[config.mk]
export PLATFORM = sky130hd
export DESIGN_NAME = uart_rx_deserializer
export DESIGN_NICKNAME = d
export VERILOG_FILES = /design/src/rtl/uart_rx_deserializer.sv
export SDC_FILE = /design/constraint.sdc
export NUM_CORES = 1
export LEC_CHECK = 0
export ABC_AREA = 1
export CORE_MARGIN = 8
export CORE_UTILIZATION = 40
export DETAILED_ROUTE_END_ITERATION = 8
export GPL_ROUTABILITY_DRIVEN = 0
export MAX_ROUTING_LAYER = met4
export PLACE_DENSITY_LB_ADDON = 0.3
export SYNTH_ARGS = -nofsm -noshare
export SYNTH_HDL_FRONTEND = slang
export SYNTH_SLANG_ARGS = --single-unit
[constraint.sdc]
create_clock -name clk -period 4.09 [get_ports clk]
set_input_delay 0.6135 -clock clk [delete_from_list [all_inputs] [get_ports clk]]
set_output_delay 0.6135 -clock clk [all_outputs]
set_load 0.03 [all_outputs]
[src/rtl/uart_rx_deserializer.sv]
// UART receive front end: 2-flop sync, start detect,
// LSB-first shift, stop check, one word strobe per frame.
module uart_rx_deserializer #(
  parameter int CLKS_PER_BIT = 434,
  parameter int DATA_BITS    = 8
) (
  input  logic                 clk,
  input  logic                 reset,
  input  logic                 clear,
  input  logic                 rx_serial,
  output logic [DATA_BITS-1:0] rx_data,
  output logic                 rx_valid,
  output logic                 frame_error,
  output logic                 busy
);

  localparam int CNT_W = $clog2(CLKS_PER_BIT);
  localparam int IDX_W = $clog2(DATA_BITS + 1);

  localparam logic [CNT_W-1:0] HALF_M1 =
    CNT_W'(CLKS_PER_BIT / 2 - 1);
  localparam logic [CNT_W-1:0] FULL_M1 =
    CNT_W'(CLKS_PER_BIT - 1);
  localparam logic [IDX_W-1:0] LAST_IDX =
    IDX_W'(DATA_BITS - 1);

  typedef enum logic [2:0] {
    S_IDLE,
    S_START,
    S_DATA,
    S_STOP,
    S_BREAK
  } state_t;

  state_t               state, state_n;
  logic                 sync1, rx_s;
  logic [CNT_W-1:0]     clk_cnt, cnt_n;
  logic [IDX_W-1:0]     bit_idx, idx_n;
  logic [DATA_BITS-1:0] shift, shift_n;
  logic [DATA_BITS-1:0] data_n;
  logic                 valid_n, ferr_n;

  // two-flop synchroniser, reset to idle-high line
  always_ff @(posedge clk or negedge reset) begin
    if (!reset) begin
      sync1 <= 1'b1;
      rx_s  <= 1'b1;
    end else begin
      sync1 <= rx_serial;
      rx_s  <= sync1;
    end
  end

  // state, counters, shift register and output registers
  always_ff @(posedge clk or negedge reset) begin
    if (!reset) begin
      state       <= S_IDLE;
      clk_cnt     <= '0;
      bit_idx     <= '0;
      shift       <= '0;
      rx_data     <= '0;
      rx_valid    <= 1'b0;
      frame_error <= 1'b0;
    end else begin
      state       <= state_n;
      clk_cnt     <= cnt_n;
      bit_idx     <= idx_n;
      shift       <= shift_n;
      rx_data     <= data_n;
      rx_valid    <= valid_n;
      frame_error <= ferr_n;
    end
  end

  // next-state and datapath update; clear aborts the frame
  always_comb begin
    state_n = state;
    cnt_n   = clk_cnt;
    idx_n   = bit_idx;
    shift_n = shift;
    data_n  = rx_data;
    valid_n = 1'b0;
    ferr_n  = 1'b0;
    if (clear) begin
      state_n = S_IDLE;
    end else begin
      unique case (state)
        S_IDLE: begin
          if (!rx_s) begin
            state_n = S_START;
            cnt_n   = '0;
          end
        end
        S_START: begin
          if (clk_cnt == HALF_M1) begin
            cnt_n = '0;
            if (rx_s) begin
              state_n = S_IDLE;
            end else begin
              state_n = S_DATA;
              idx_n   = '0;
            end
          end else begin
            cnt_n = clk_cnt + CNT_W'(1);
          end
        end
        S_DATA: begin
          if (clk_cnt == FULL_M1) begin
            cnt_n = '0;
            for (int i = 0; i < DATA_BITS; i++) begin
              if (bit_idx == IDX_W'(i)) shift_n[i] = rx_s;
            end
            if (bit_idx == LAST_IDX) begin
              state_n = S_STOP;
            end else begin
              idx_n = bit_idx + IDX_W'(1);
            end
          end else begin
            cnt_n = clk_cnt + CNT_W'(1);
          end
        end
        S_STOP: begin
          if (clk_cnt == FULL_M1) begin
            cnt_n = '0;
            if (rx_s) begin
              data_n  = shift;
              valid_n = 1'b1;
              state_n = S_IDLE;
            end else begin
              ferr_n  = 1'b1;
              state_n = S_BREAK;
            end
          end else begin
            cnt_n = clk_cnt + CNT_W'(1);
          end
        end
        S_BREAK: begin
          if (rx_s) state_n = S_IDLE;
        end
        default: state_n = S_IDLE;
      endcase
    end
  end

  assign busy = (state != S_IDLE);

endmodule
==> After elaboration in Yosys (flattened, before gate mapping) <==
Cells that the tools add are included.
{ "totals": {"ff_bits": 36, "latch_bits": 0, "ramBits": 0, "romBits": 0, "in_bits": 4, "output_inout_bits": 11, "elab_cells": 88, "n_memories": 0} }
{ "op_classes": {"addsub": 2, "multipliers": 0, "div": 0, "order_cmp": 0, "eq_ne": 24, "n_shift": 0, "n_mux": 27, "bitwise_logic": 1, "reduce_logical": 18} }
{ "ops": {"columns": ["op", "count"], "rows": [
  ["AND reduction 4 bit", 9],
  ["two-way mux 9 bit", 3],
  ["case mux 9 bit (3 select lines)", 1],
  ["two-way mux 3 bit", 8],
  ["!= test 3 bit, second input constant", 6],
  ["== test 4 x 3 -> 1 bit, second input constant", 4],
  ["two-way mux 4 bit", 4],
  ["case mux 3 bit (5 select lines)", 1],
  ["AND reduction 6 bit", 2],
  ["!= test 2 bit, second input constant", 5],
  ["adder 9 x 1 -> 9 bit, second input constant", 1],
  ["== test 9 x 8 -> 1 bit, second input constant", 1],
  ["== test 9 bit, second input constant", 1],
  ["== test 4 x 2 -> 1 bit, second input constant", 2],
  ["two-way mux 1 bit", 8],
  ["case mux 4 bit (2 select lines)", 1],
  ["== test 3 x 2 -> 1 bit, second input constant", 2],
  ["nonzero test 3 bit", 2],
  ["adder 4 x 1 -> 4 bit, second input constant", 1],
  ["== test 4 x 1 -> 1 bit, second input constant", 1],
  ["zero test 4 bit", 1],
  ["== test 3 x 1 -> 1 bit, second input constant", 1],
  ["== test 3 bit, second input constant", 1],
  ["zero test 3 bit", 1],
  ["other kinds (5)", 5]
]} }

==> Longest topological paths before layout <==
Gate-level depths: netlist of run 1.
{ "depth": {"word_depth": 5, "ltp_mapped": 11, "depth_no_buf": 11} }

==> Worst setup path after synthesis of run 1 <==
Ideal clock, no wire load.
{ "synth_timing": {"path_kind": "register -> output", "from": "register state[1]", "to": "output busy", "t_arrival_ns": 0.824, "path_slack_ns": 2.652, "stages_incl_launch_ff": 3, "cell_sequence": "dfrtp_1 -> nor2_2 -> nand2_1"} }
{ "synth_between": {"elab_chain_len": 1} }
{ "synth_lines": {"columns": ["element", "line", "rtl"], "rows": [
  ["start: declaration", "35", "state_t state, state_n;"],
  ["start signal: assignment", "65", "state <= state_n;"],
  ["nonzero test 3 bit", "145", "assign busy = (state != S_IDLE);"],
  ["end: declaration", "14", "output logic busy"]
]} }
No other way between the ends.

==> Final worst setup path of run 1 <==
Same ends and word-level chain as after synthesis.

==> results of run 1 <==
## placed cells by master, fill, tap and decap left out, drive strengths merged, types with 2 or more instances in the layout
cell / n
a21oi: 3
clkbuf: 5
clkdlybuf4s50: 13
clkinv: 4
dfrtp: 34
dfstp: 2
ha: 7
inv: 34
nand2: 90
nand3: 20
nand4: 2
nor2: 26
nor3: 7
o21ai: 15
o22ai: 2
xnor2: 2
xor2: 3
## sequential cells by signal (all words and copies together), names as in the netlist
signal       flops
clk_cnt          9
rx_valid         1
shift            8
rx_s             1
sync1            1
state            3
frame_error      1
rx_data          8
bit_idx          4
## final cells by class
type | count | share of cell area, %
clock inverter | 3 | 0.828
tap | 67 | 3.70
sequential | 36 | 39.8
inverter | 35 | 6.13
timing repair buffer | 14 | 5.96
multi-input combinational | 179 | 40.5
clock buffer | 5 | 3.04
## metrics by stage
| stage | util, % | power (uW) | setup slack [ps] |
|---|---|---|---|
| floorplan | - | 586 | 2650 |
| global placement | 46.1 | 648 | 1950 |
| detailed placement | 46.1 | 648 | 1870 |
| CTS | 48.0 | 901 | 1800 |
| global route | 48.0 | 955 | 1720 |
| finish | 48.0 | 887 | 1810 |
## kinds of logic (layout without fill, tap and decap cells)
| family | after synthesis | after routing | share of synthesized area, % |
|---|---|---|---|
| AND/OR/NAND/NOR | 146 | 146 | 33.7 |
| adder cells (fa/ha/maj) | 7 | 7 | 4.45 |
| AO/OA/AOI/OAI | 21 | 21 | 6.23 |
| flip-flops | 36 | 36 | 45.9 |
| buffers and inverters | 37 | 57 | 7.50 |
| XOR/XNOR | 5 | 5 | 2.22 |
## routing by layer
metal	vias up	routed length [um]
met5	-	0
li1	821	-
met4	0	62
met3	5	110
met1	691	1930
met2	19	1450
## critical path: cells and delay by family, from the launching register on
family                 cells  cell delay [ps]
buffers and inverters      1              610
DFF                        1              430
and+or+nand+nor            2              350
## worst paths after layout
kind                                              from                     end  slack, ps  cells past startpoint
worst max-delay path              state[1]$_DFFE_PN0P_                    busy       1810                      3
worst min-delay path                   sync1$_DFF_PN1_          rx_s$_DFF_PN1_        360                      0
worst max register to register  clk_cnt[1]$_DFFE_PN0P_  rx_data[7]$_DFFE_PN0P_       2510                     10
worst min register to register         sync1$_DFF_PN1_          rx_s$_DFF_PN1_        360                      0
max in group asynchronous                        reset  rx_data[0]$_DFFE_PN0P_       3180                      1
min in group asynchronous                        reset  clk_cnt[1]$_DFFE_PN0P_        410                      1
## power groups by stage
stage	Sequential [uW]	Combinational [uW]	Clock [uW]
global placement	411	237	0
CTS	404	239	257
global route	409	274	272
detailed placement	411	237	0
floorplan	405	181	0
finish	405	236	246
==> summary.txt, run 1 <==
Run status
  – Status: complete, no violations

Global route
  – Global-route wire length before repair: 6380 um
  – Initial antenna violation count: 0
  – GRT Max-Usage Layer: met2
  – M2 GR Usage: 15.5%
  – Overall Global Routing Usage: 11.0%
  – GR met3 Demand/Resource: 2.58%
  – Vias in the first global route: 1412
  – Largest net degree at the start of global routing: 37
  – Met1 GRT Util: 14.5%
  – GRT overflow: 0

Pwr
  – Reported net switching power: 318 uW
  – Clk pwr share: 27.7%
  – Pint: 569 uW
  – IR drop worst, VDD: 0.000252 V
  – Combinational fraction of design power: 26.6%
  – Power share of the sequential group: 45.7%
  – Switch share: 35.9%
  – Leakage power figure: 0.00113 uW
  – Pwr Density: 391 mW/mm^2

Clock network
  – Hold buffers post-CTS: 0
  – H-tree lvl count: 2
  – Total CTS buffers: 5
  – Post-CTS Setup Bufs: 0
  – Cts repair resizes: 0
  – Reg clk slew, reported paths: 70 ps
  – Deepest clock path buffer count: 2
  – Clk_lat worst skew: 280 ps
  – CTS tree: yes
  – Root Driver: clkbuf_8
  – Clock sink total: 36

Floorplan
  – Core area: 0.00472 sq mm
  – Initial Util: 41.7%
  – Row count: 25
  – Die area: 0.00742 sq mm
  – Die H: 86.2 um
  – I/O pin cnt: 15
  – Die Width: 86.2 um

Cells and area
  – Total inserted antenna cells: 0
  – Seq. cell area: 903 sq um
  – # fillers: 481
  – Multi-input logic area: 918 sq um
  – # nets final: 282
  – Area Growth Syn to Fin: 15.1%
  – Final std cells w/o fill: 339
  – Design area: 0.00227 sq mm
  – Layout cell share with drive strength beyond 1: 13.6%

Timing
  – Max Slew Vio Count: 0
  – Max frequency: 0.438 GHz
  – Endpoints failing setup: 0
  – Worst Max-Slew Pin Slew: 788 ps
  – Tmin final: 2280 ps
  – Final hold slack: 357 ps
  – RSZ-0062 raised after global routing: false
  – Skew final: 2.82 ps
  – Slew headroom: 47.5%
  – Final worst path period share: 55.9%
  – Hold Vio Cnt, Final: 0
  – Setup TNS Final: 0 ps

Setup path
  – Critical path arrival: 1670 ps
  – Worst setup SP type: register
  – Cells along the critical path: nor2_2 -> nand2_1 -> clkdlybuf4s50_1
  – Crit path required time: 3480 ps
  – Setup crit end kind: output pin
  – Crit path kind: register to output pin
  – Max FO, Critical Path: 5
  – Slowest CP cell: clkdlybuf4s50_1
  – Largest stage delay, worst path: 610 ps

Drt
  – Vias: 1536
  – Initial DRC Count: 120
  – # DRC: 0
  – Via-per-instance ratio: 4.53
  – Mean routed wirelength per cell: 10.5 um
  – Pre-antenna DRT Iters: 4
  – DRT antenna net count: 0
  – WL final: 3560 um

Yosys
  – Main synth FF type: dfrtp_1
  – Cells after synthesis: 252
  – Post-synth ARST share: 100%
  – Most frequent cell after synthesis: nand2_1
  – Ranking of synthesized cells by area: dfrtp_1 43%, nand2_1 16%, inv_1 5.1%
  – Synth area leader: dfrtp_1
  – Post-synth EDFFs: 0
  – Mapped Area: 0.00197 sq mm
  – Synth top area share: 43.2%
  – Synth warn: 0
  – #FFs+latches synth: 36
  – Synth Area per Inst: 7.82 sq um
  – Synth cell count leaders: 85 x nand2_1, 34 x dfrtp_1, 27 x inv_1
  – Distinct cell type count after synthesis: 30
  – Post-synthesis net count: 263
  – Sequential share of the synthesized area: 45.9%

Placed design
  – Port Buffer Count: 14
  – Detailed placer's ending HPWL: 2640 um
  – Placement Cell Area: 0.00218 sq mm
  – Placed Cells: 331

Run
  – Max Cap Viol: 0

Min path
  – Hold WC Path Type: register to register
Note: power is estimated with default switching activity, not from simulation.
==> run 2: changes to the inputs <==
- clock period: 4.09 -> 1.9 ns (I/O delays scaled with it)
==> summary.txt, run 2 (same netlist as run 1, synthesis figures left out) <==
Cells and area
  – Total inserted antenna cells: 0 (unchanged)
  – # nets final: 286 (+1.4%)
  – Area Growth Syn to Fin: 17.8%
  – Commonest non-fill, non-tap cell in the layout: nand2_1
  – Commonest cells after routing, fill and taps aside: 85 x nand2_1, 34 x dfrtp_1, 27 x inv_1, 19 x nand3_1, 18 x nor2_1
  – Max reg flops: 9 (unchanged)
  – Biggest register: clk_cnt
  – Final std cells w/o fill: 343 (+1.2%)
  – Top Registers: clk_cnt (9), rx_data (8), shift (8)
  – Layout cell share with drive strength beyond 1: 14.9% (+1.3 points)

Global route
  – GR met3 Demand/Resource: 2.29% (-0.29 points)
  – GRT overflow: 0 (unchanged)
  – Vias in the first global route: 1558 (+10%)
  – Met1 GRT Util: 14.8% (+0.33 points)
  – Initial antenna violation count: 0 (unchanged)
  – Overall Global Routing Usage: 11.9% (+0.92 points)
  – GRT Max-Usage Layer: met2
  – Largest net degree at the start of global routing: 37 (unchanged)
  – M2 GR Usage: 18.5% (+3.0 points)
  – Global-route wire length before repair: 6910 um (+8.2%)

Drt
  – Mean routed wirelength per cell: 11.1 um (+6.1%)
  – DRT antenna net count: 0 (unchanged)
  – WL final: 3820 um (+7.4%)
  – # DRC: 0 (unchanged)
  – Via-per-instance ratio: 4.66 (+2.8%)
  – Initial DRC Count: 80 (-33%)
  – Vias: 1598 (+4.0%)
  – Pre-antenna DRT Iters: 4 (unchanged)

Timing
  – Max Slew Vio Count: 0 (unchanged)
  – Hold Vio Cnt, Final: 0 (unchanged)
  – Max frequency: 0.599 GHz
  – Worst Max-Slew Pin Slew: 458 ps (-330 ps)
  – Setup ws final: 229 ps (-1580 ps)
  – Setup TNS Final: 0 ps (unchanged)
  – Skew final: 7.77 ps (+4.95 ps)
  – Tmin final: 1670 ps
  – Final hold slack: 24.2 ps (-333 ps)
  – Final worst path period share: 87.9%
  – Slew headroom: 69.5% (+22 points)
  – Endpoints failing setup: 0 (unchanged)
  – RSZ-0062 raised after global routing: false

Setup path
  – Slowest CP cell: dfrtp_1
  – CP delay by family, top: flip-flops
  – Max FO, Critical Path: 5 (unchanged)
  – Crit path kind: register to output pin
  – Critical path arrival: 1390 ps (-280 ps)
  – CP Buf/Inv Count: 1 (unchanged)
  – Worst setup SP type: register
  – Largest stage delay, worst path: 430 ps (-180 ps)
  – Cells along the critical path: nor2_2 -> nand2_1 -> dlygate4sd2_1
  – R2R Path Start: clk_cnt[1]$_DFFE_PN0P_
  – Setup crit end kind: output pin
  – Crit path required time: 1620 ps (-1860 ps)
  – CP startpoint: state[1]$_DFFE_PN0P_

Clock network
  – Reg clk slew, reported paths: 80 ps (about the same)
  – H-tree lvl count: 2 (unchanged)
  – Clock sink total: 36 (unchanged)
  – Total CTS buffers: 5 (unchanged)
  – CTS tree: yes
  – Clk_lat worst skew: 290 ps (about the same)
  – Deepest clock path buffer count: 2 (unchanged)
  – Root Driver: clkbuf_8
  – Post-CTS Setup Bufs: 0 (unchanged)

Run
  – Max Cap Viol: 0 (unchanged)

Floorplan
  – Core area: 0.00472 sq mm (unchanged)
  – Initial Util: 41.7% (unchanged)
  – Die area: 0.00742 sq mm (unchanged)
  – Row count: 25 (unchanged)
  – I/O pin cnt: 15 (unchanged)
  – Die H: 86.2 um (unchanged)
  – Die Width: 86.2 um (unchanged)

Placed design
  – Place WS: 221 ps (-1650 ps)
  – Detailed placer's ending HPWL: 2680 um (+1.6%)
  – Port Buffer Count: 14 (unchanged)
  – Placed Cells: 335 (+1.2%)

Pwr
  – Pwr Density: 888 mW/mm^2 (+130%)
  – Clk pwr share: 32.7% (+5.0 points)
  – Leakage power figure: 0.00115 uW (+2.6%)
  – Combinational fraction of design power: 25.1% (-1.5 points)
  – Power share of the sequential group: 42.2% (-3.5 points)
  – Switch share: 34.1% (-1.7 points)
  – Reported net switching power: 703 uW (+120%)
  – Pint: 1360 uW (+140%)
  – IR drop worst, VDD: 0.000517 V (+110%)

Min path
  – Hold WC Path Type: primary input to async pin

Run status
  – Status: complete, no violations
run 2: changes by cell type in the layout (fill, tap and decap cells not counted):
| cell | change |
|---|---|
| bufinv_16 | +1 |
| clkinv_2 | -1 |
| clkinvlp_4 | +1 |
| dlygate4sd2_1 | +1 |
| buf_4 | +4 |
| clkinv_4 | -1 |
| clkdlybuf4s50_1 | -1 |
run 2: layout make-up:
type,instances,area (sq um)
Multi-Input combinational cell,179,918
Timing Repair Buffer,18,164
Sequential cell,36,903
Inverter,35,139
Clock inverter,3,42.5
Tap cell,67,83.8
Clock buffer,5,68.8
Fill cell,483,2400
run 2: through the flow:
| stage | utilization [%] | instance area, sq um | total power, uW |
|---|---|---|---|
| CTS | 49.1 | 2320 | 2080 |
| detailed placement | 46.8 | 2210 | 1410 |
| floorplan | - | 1970 | 1260 |
| global placement | 46.8 | 2210 | 1400 |
| finish | 49.1 | 2320 | 2060 |
| global route | 49.1 | 2320 | 2190 |
run 2: worst paths after layout:
kind / endpoint / slack (ps) / cells after the start
setup / recovery: busy / 230 / 3
setup reg to reg: rx_data[7]$_DFFE_PN0P_ / 320 / 10
min in group clk: rx_s$_DFF_PN1_ / 360 / 0
max in group asynchronous: rx_s$_DFF_PN1_ / 1540 / 2
hold reg to reg: rx_s$_DFF_PN1_ / 360 / 0
hold / removal: state[2]$_DFFE_PN0P_ / 20 / 2
run 2: timing repair:
item / in CTS / in global routing
hold endpoints to repair: 0 / 0
hold buffers: 0 / 0
endpoints found under the setup margin: 1 / 0
resized for setup: 1 / 0
run 2: per-layer routing:
| metal | part of all wire, % | routed length, um | up-vias |
|---|---|---|---|
| met3 | 4.3 | 165 | 5 |
| met4 | 1.4 | 55 | 0 |
| met1 | 50 | 1920 | 729 |
| met2 | 44 | 1680 | 35 |
| li1 | - | - | 829 |
| met5 | 0 | 0 | - |
run 2: power groups by stage:
stage               Sequential (uW)  Combinational (uW)  Clock [uW]
detailed placement              885                 520           0
CTS                             871                 518         688
global placement                885                 513           0
finish                          870                 517         673
floorplan                       872                 390           0
global route                    880                 590         716
==> patch 1, RTL diff (flow settings as in run 1) <==
One comparison of `bit_idx` changes from == to >=.
--- a/src/rtl/uart_rx_deserializer.sv
+++ b/src/rtl/uart_rx_deserializer.sv
@@ -111,5 +111,5 @@
               if (bit_idx == IDX_W'(i)) shift_n[i] = rx_s;
             end
-            if (bit_idx == LAST_IDX) begin
+            if (bit_idx >= LAST_IDX) begin
               state_n = S_STOP;
             end else begin
Function: no difference found for any inputs over 10 cycles, from zero or initial values and one cycle with reset low; that may be too few to reach the edited logic, so the function may still have changed.
==> patch 1 against run 1 <==
Register-to-register slack worse by 0.04 ns. Sequential cell count is the same. Area after synthesis rose by 1.5%. Design area is 1.3% higher. Final cell count rose by 3.8%. Power up 18%. Worst setup slack got worse by 0.064 ns. Synthesized cell count rose by 6.3%. Wire length increased by 14%. Clock power up 27%. Sequential share of layout area shrank 0.50 points. First-iteration DRC count fell by 4.2%. Die area up 1.2%.
==> patch 1: results (changes against run 1) <==
[status]
status = completed

[setup_path]
reg2reg_slack_ns = 2.47  ; -0.04 ns
critPathArrivalTime_ns = 1.74  ; +0.07 ns
crit_start = state[0]
rr_endpoint = bit_idx[3]
reg2regPathDepth = 6  ; -4
endpoint = busy
critical_path.max_fanout = 8  ; +3

[yosys]
yosys-top-cells-area = dfrtp_1, nand2_1, nand3_1
netlist_top_cells_count = nand2_1, dfrtp_1, inv_1
syn_inst = 268  ; +6.3%
syn_nets = 279  ; +6.1%
synth_cell_types = 26  ; -13%
yosysSeqAreaShare = 0.452  ; -0.00689
async_flop_share = 1.00  ; unchanged

[power_and_ir_drop]
combinationalPowerShare = 0.298  ; +0.032
clock_power_share = 0.299  ; +0.022
leakagePower_nw = 1.16  ; +3.0%
peakVddDrop_mv = 0.290  ; +15%
p_int_w = 0.000661  ; +16%
pg_comb_w = 0.000312  ; +32%

[sta]
slew_headroom = 0.468  ; -0.00662
finalHoldWorstSlack_ns = 0.357  ; -0.000287 ns
fin_crit_sh = 0.574  ; +0.0156
clock_skew_ns = 0.00326  ; +0.000441 ns

[grt]
grt_pass1_vias = 1504  ; +6.5%
grt_util_all_layers = 0.123  ; +0.0129
globalRouteMet2Util = 0.183  ; +0.0287
grt_pass1_wl_um = 7050  ; +10%
grt_use_met1 = 0.155  ; +0.0102
met3_usage = 0.0284  ; +0.00257
grt_max_degree = 37  ; unchanged

[worst_hold_path]
whs_path_depth = 0  ; unchanged
min_to = rx_s

[cts]
post_cts_buffers = 0  ; unchanged

[place]
placed_area_sq_mm = 0.00218  ; +0.23%
dp_cells = 344  ; +3.9%
dp_worst_setup_slack_ns = 1.66  ; -0.209 ns
hpwlAfterDp_um = 2960  ; +12%

[route]
viasPerCell = 4.75  ; +4.8%
met2_length_um = 1810  ; +25%
wl_um = 4060  ; +14%
met1_length_um = 2020  ; +4.6%
first_pass_iters = 5  ; +1
route.met3.wl_um = 166  ; +51%
drt-initial-drc-count = 115  ; -4.2%

[cells_and_area]
top_regs = clk_cnt (9), rx_data (8), shift (8)
stdcell_count = 352  ; +3.8%
finalNetCount = 295  ; +4.6%
layout-drive-gt1-share = 0.0947  ; -0.0413

[patch 1: changes by cell type in the layout (fill, tap and decap cells not counted), sizes merged, moves of 2 or more]
cell           run 1  this run
nand2             90        93
inv               34        36
o22ai              2         0
nand3             20        28
clkinv             4         1
nor3               7         9
a31oi              0         2
xnor2              2         0
[patch 1: area by class of cell]
class                   instances  area [sq um]
fillers                       478          2490
multi-input cells             191           925
flip-flops and latches         36           903
inverters                      36           138
repair buffers                 14           135
well taps                      67          83.8
clock buffers                   5          68.8
clock inverters                 3          42.5
[patch 1: cell families (layout without fill, tap and decap cells)]
group,after synthesis,in the layout,synth area share
AND/OR/NAND/NOR,160,160,0.348
buffers and inverters,41,58,0.0857
flip-flops,36,36,0.452
AO/OA/AOI/OAI,22,22,0.0619
adder cells (fa/ha/maj),7,7,0.0438
XOR/XNOR,2,2,0.00876
[patch 1: worst max-delay path: stages, from the launching register on]
cell and delay [ns]:
dfrtp_1 0.48, nor2_2 0.27, nand2_1 0.10, clkdlybuf4s50_1 0.60
==> patch 2, RTL diff (flow settings as in run 1) <==
Made on the original files. Set the parameter `CLKS_PER_BIT` to 217 (it was 434).
--- a/src/rtl/uart_rx_deserializer.sv
+++ b/src/rtl/uart_rx_deserializer.sv
@@ -2,5 +2,5 @@
 // LSB-first shift, stop check, one word strobe per frame.
 module uart_rx_deserializer #(
-  parameter int CLKS_PER_BIT = 434,
+  parameter int CLKS_PER_BIT = 217,
   parameter int DATA_BITS    = 8
 ) (
Function: no difference found for any inputs over 10 cycles, from zero or initial values and one cycle with reset low; that may be too few to reach the edited logic, so the function may still have changed.
==> patch 2 against run 1 <==
Non-clock buffer count up 1. Via count down 3.6%. Worst setup slack worse by 0.11 ns. Wire length is 0.20% lower. Sequential cell count down 1. Power is 0.78% higher. Die area shrank 5.1%. Area after synthesis down 6.3%. Design area decreased by 5.7%. Largest power group unchanged.
==> patch 2: results (changes against run 1) <==
[status]
status = completed

[power_and_ir_drop]
power_frac_seq = 0.446  ; -0.011
leakagePower_nw = 1.01  ; -11%
pg_comb_w = 0.000248  ; +5%
peakVddDrop_mv = 0.329  ; +31%

[grt]
grt_max_degree = 36  ; -2.7%
met3_usage = 0.0381  ; +0.0123
grt_pass1_vias = 1382  ; -2.1%
globalRouteMet2Util = 0.171  ; +0.0159

[cells_and_area]
bufAreaShareNonClock = 0.0691  ; +0.00948
clock_buffers = 6  ; +1
layout-drive-gt1-share = 0.104  ; -0.0324
top_regs = clk_cnt (8), rx_data (8), shift (8)
sh_seq_area = 0.411  ; +0.0126
finalNetCount = 261  ; -7.4%
multi_input_comb_cells = 166  ; -7.3%
nFillCells = 430  ; -11%
inverters = 28  ; -20%
n_all_buffers = 15  ; +1

[place]
hpwlAfterDp_um = 2680  ; +1.6%

[yosys]
synthXorXnorAreaFrac = 0.0237  ; +0.00149
synth_compound_area_frac = 0.0773  ; +0.0150

[route]
wl_per_cell_um = 11.7  ; +12%
wl_um = 3550  ; -0.20%
viasPerCell = 4.89  ; +7.9%

[setup_path]
critPathArrivalTime_ns = 1.78  ; +0.11 ns
critical_path.max_fanout = 4  ; -1

[sta]
clock_skew_ns = 0.00222  ; -0.000602 ns

[patch 2: changes by cell type after synthesis, moves of 2 or more]
cell,delta
nor3_1,-3
nor2_1,+5
inv_1,-4
nand2_1,-15
o21ai_0,+7
nor2_2,-5
o21ai_1,-8
inv_2,-2
a21oi_1,+2
nand4_1,+2
[patch 2: worst max-delay path, stage by stage, from the launching register on]
cell and delay [ns]:
dfrtp_1 0.41, nor2_1 0.32, nand2_1 0.15, clkdlybuf4s50_1 0.62
[patch 2: kinds of logic after synthesis]
family	Yosys count
buf+inv	30
xor+xnor	5
simple gates	131
flops	35
fa+ha+maj	6
compound gates	24
[patch 2: per-layer routing]
layer / wire length, um / up-vias
met5: 0 / -
met4: 76 / 0
met3: 144 / 7
met2: 1590 / 20
met1: 1740 / 674
li1: - / 780
[patch 2: worst paths after layout]
path | slack, ns | to | from | cells after the start
hold reg to reg | 0.36 | rx_s | sync1 | 0
min in group asynchronous | 0.73 | state[1] | reset | 2
setup reg to reg | 2.44 | rx_data[6] | clk_cnt[0] | 9
hold / removal | 0.36 | rx_s | sync1 | 0
max in group asynchronous | 3.01 | rx_s | reset | 2
setup / recovery | 1.69 | busy | state[1] | 3
[patch 2: through the flow]
step | utilization | setup WS (ns) | power, W | area [sq um] | hold slack (ns)
finish | 0.484 | 1.69 | 0.000894 | 2140 | 0.360
global route | 0.484 | 1.57 | 0.000958 | 2140 | 0.366
CTS | 0.484 | 1.67 | 0.000906 | 2140 | 0.360
detailed placement | 0.464 | 1.93 | 0.000654 | 2050 | 0.350
global placement | 0.464 | 1.99 | 0.000652 | 2050 | 0.348
floorplan | - | 2.55 | 0.000586 | 1850 | 0.318
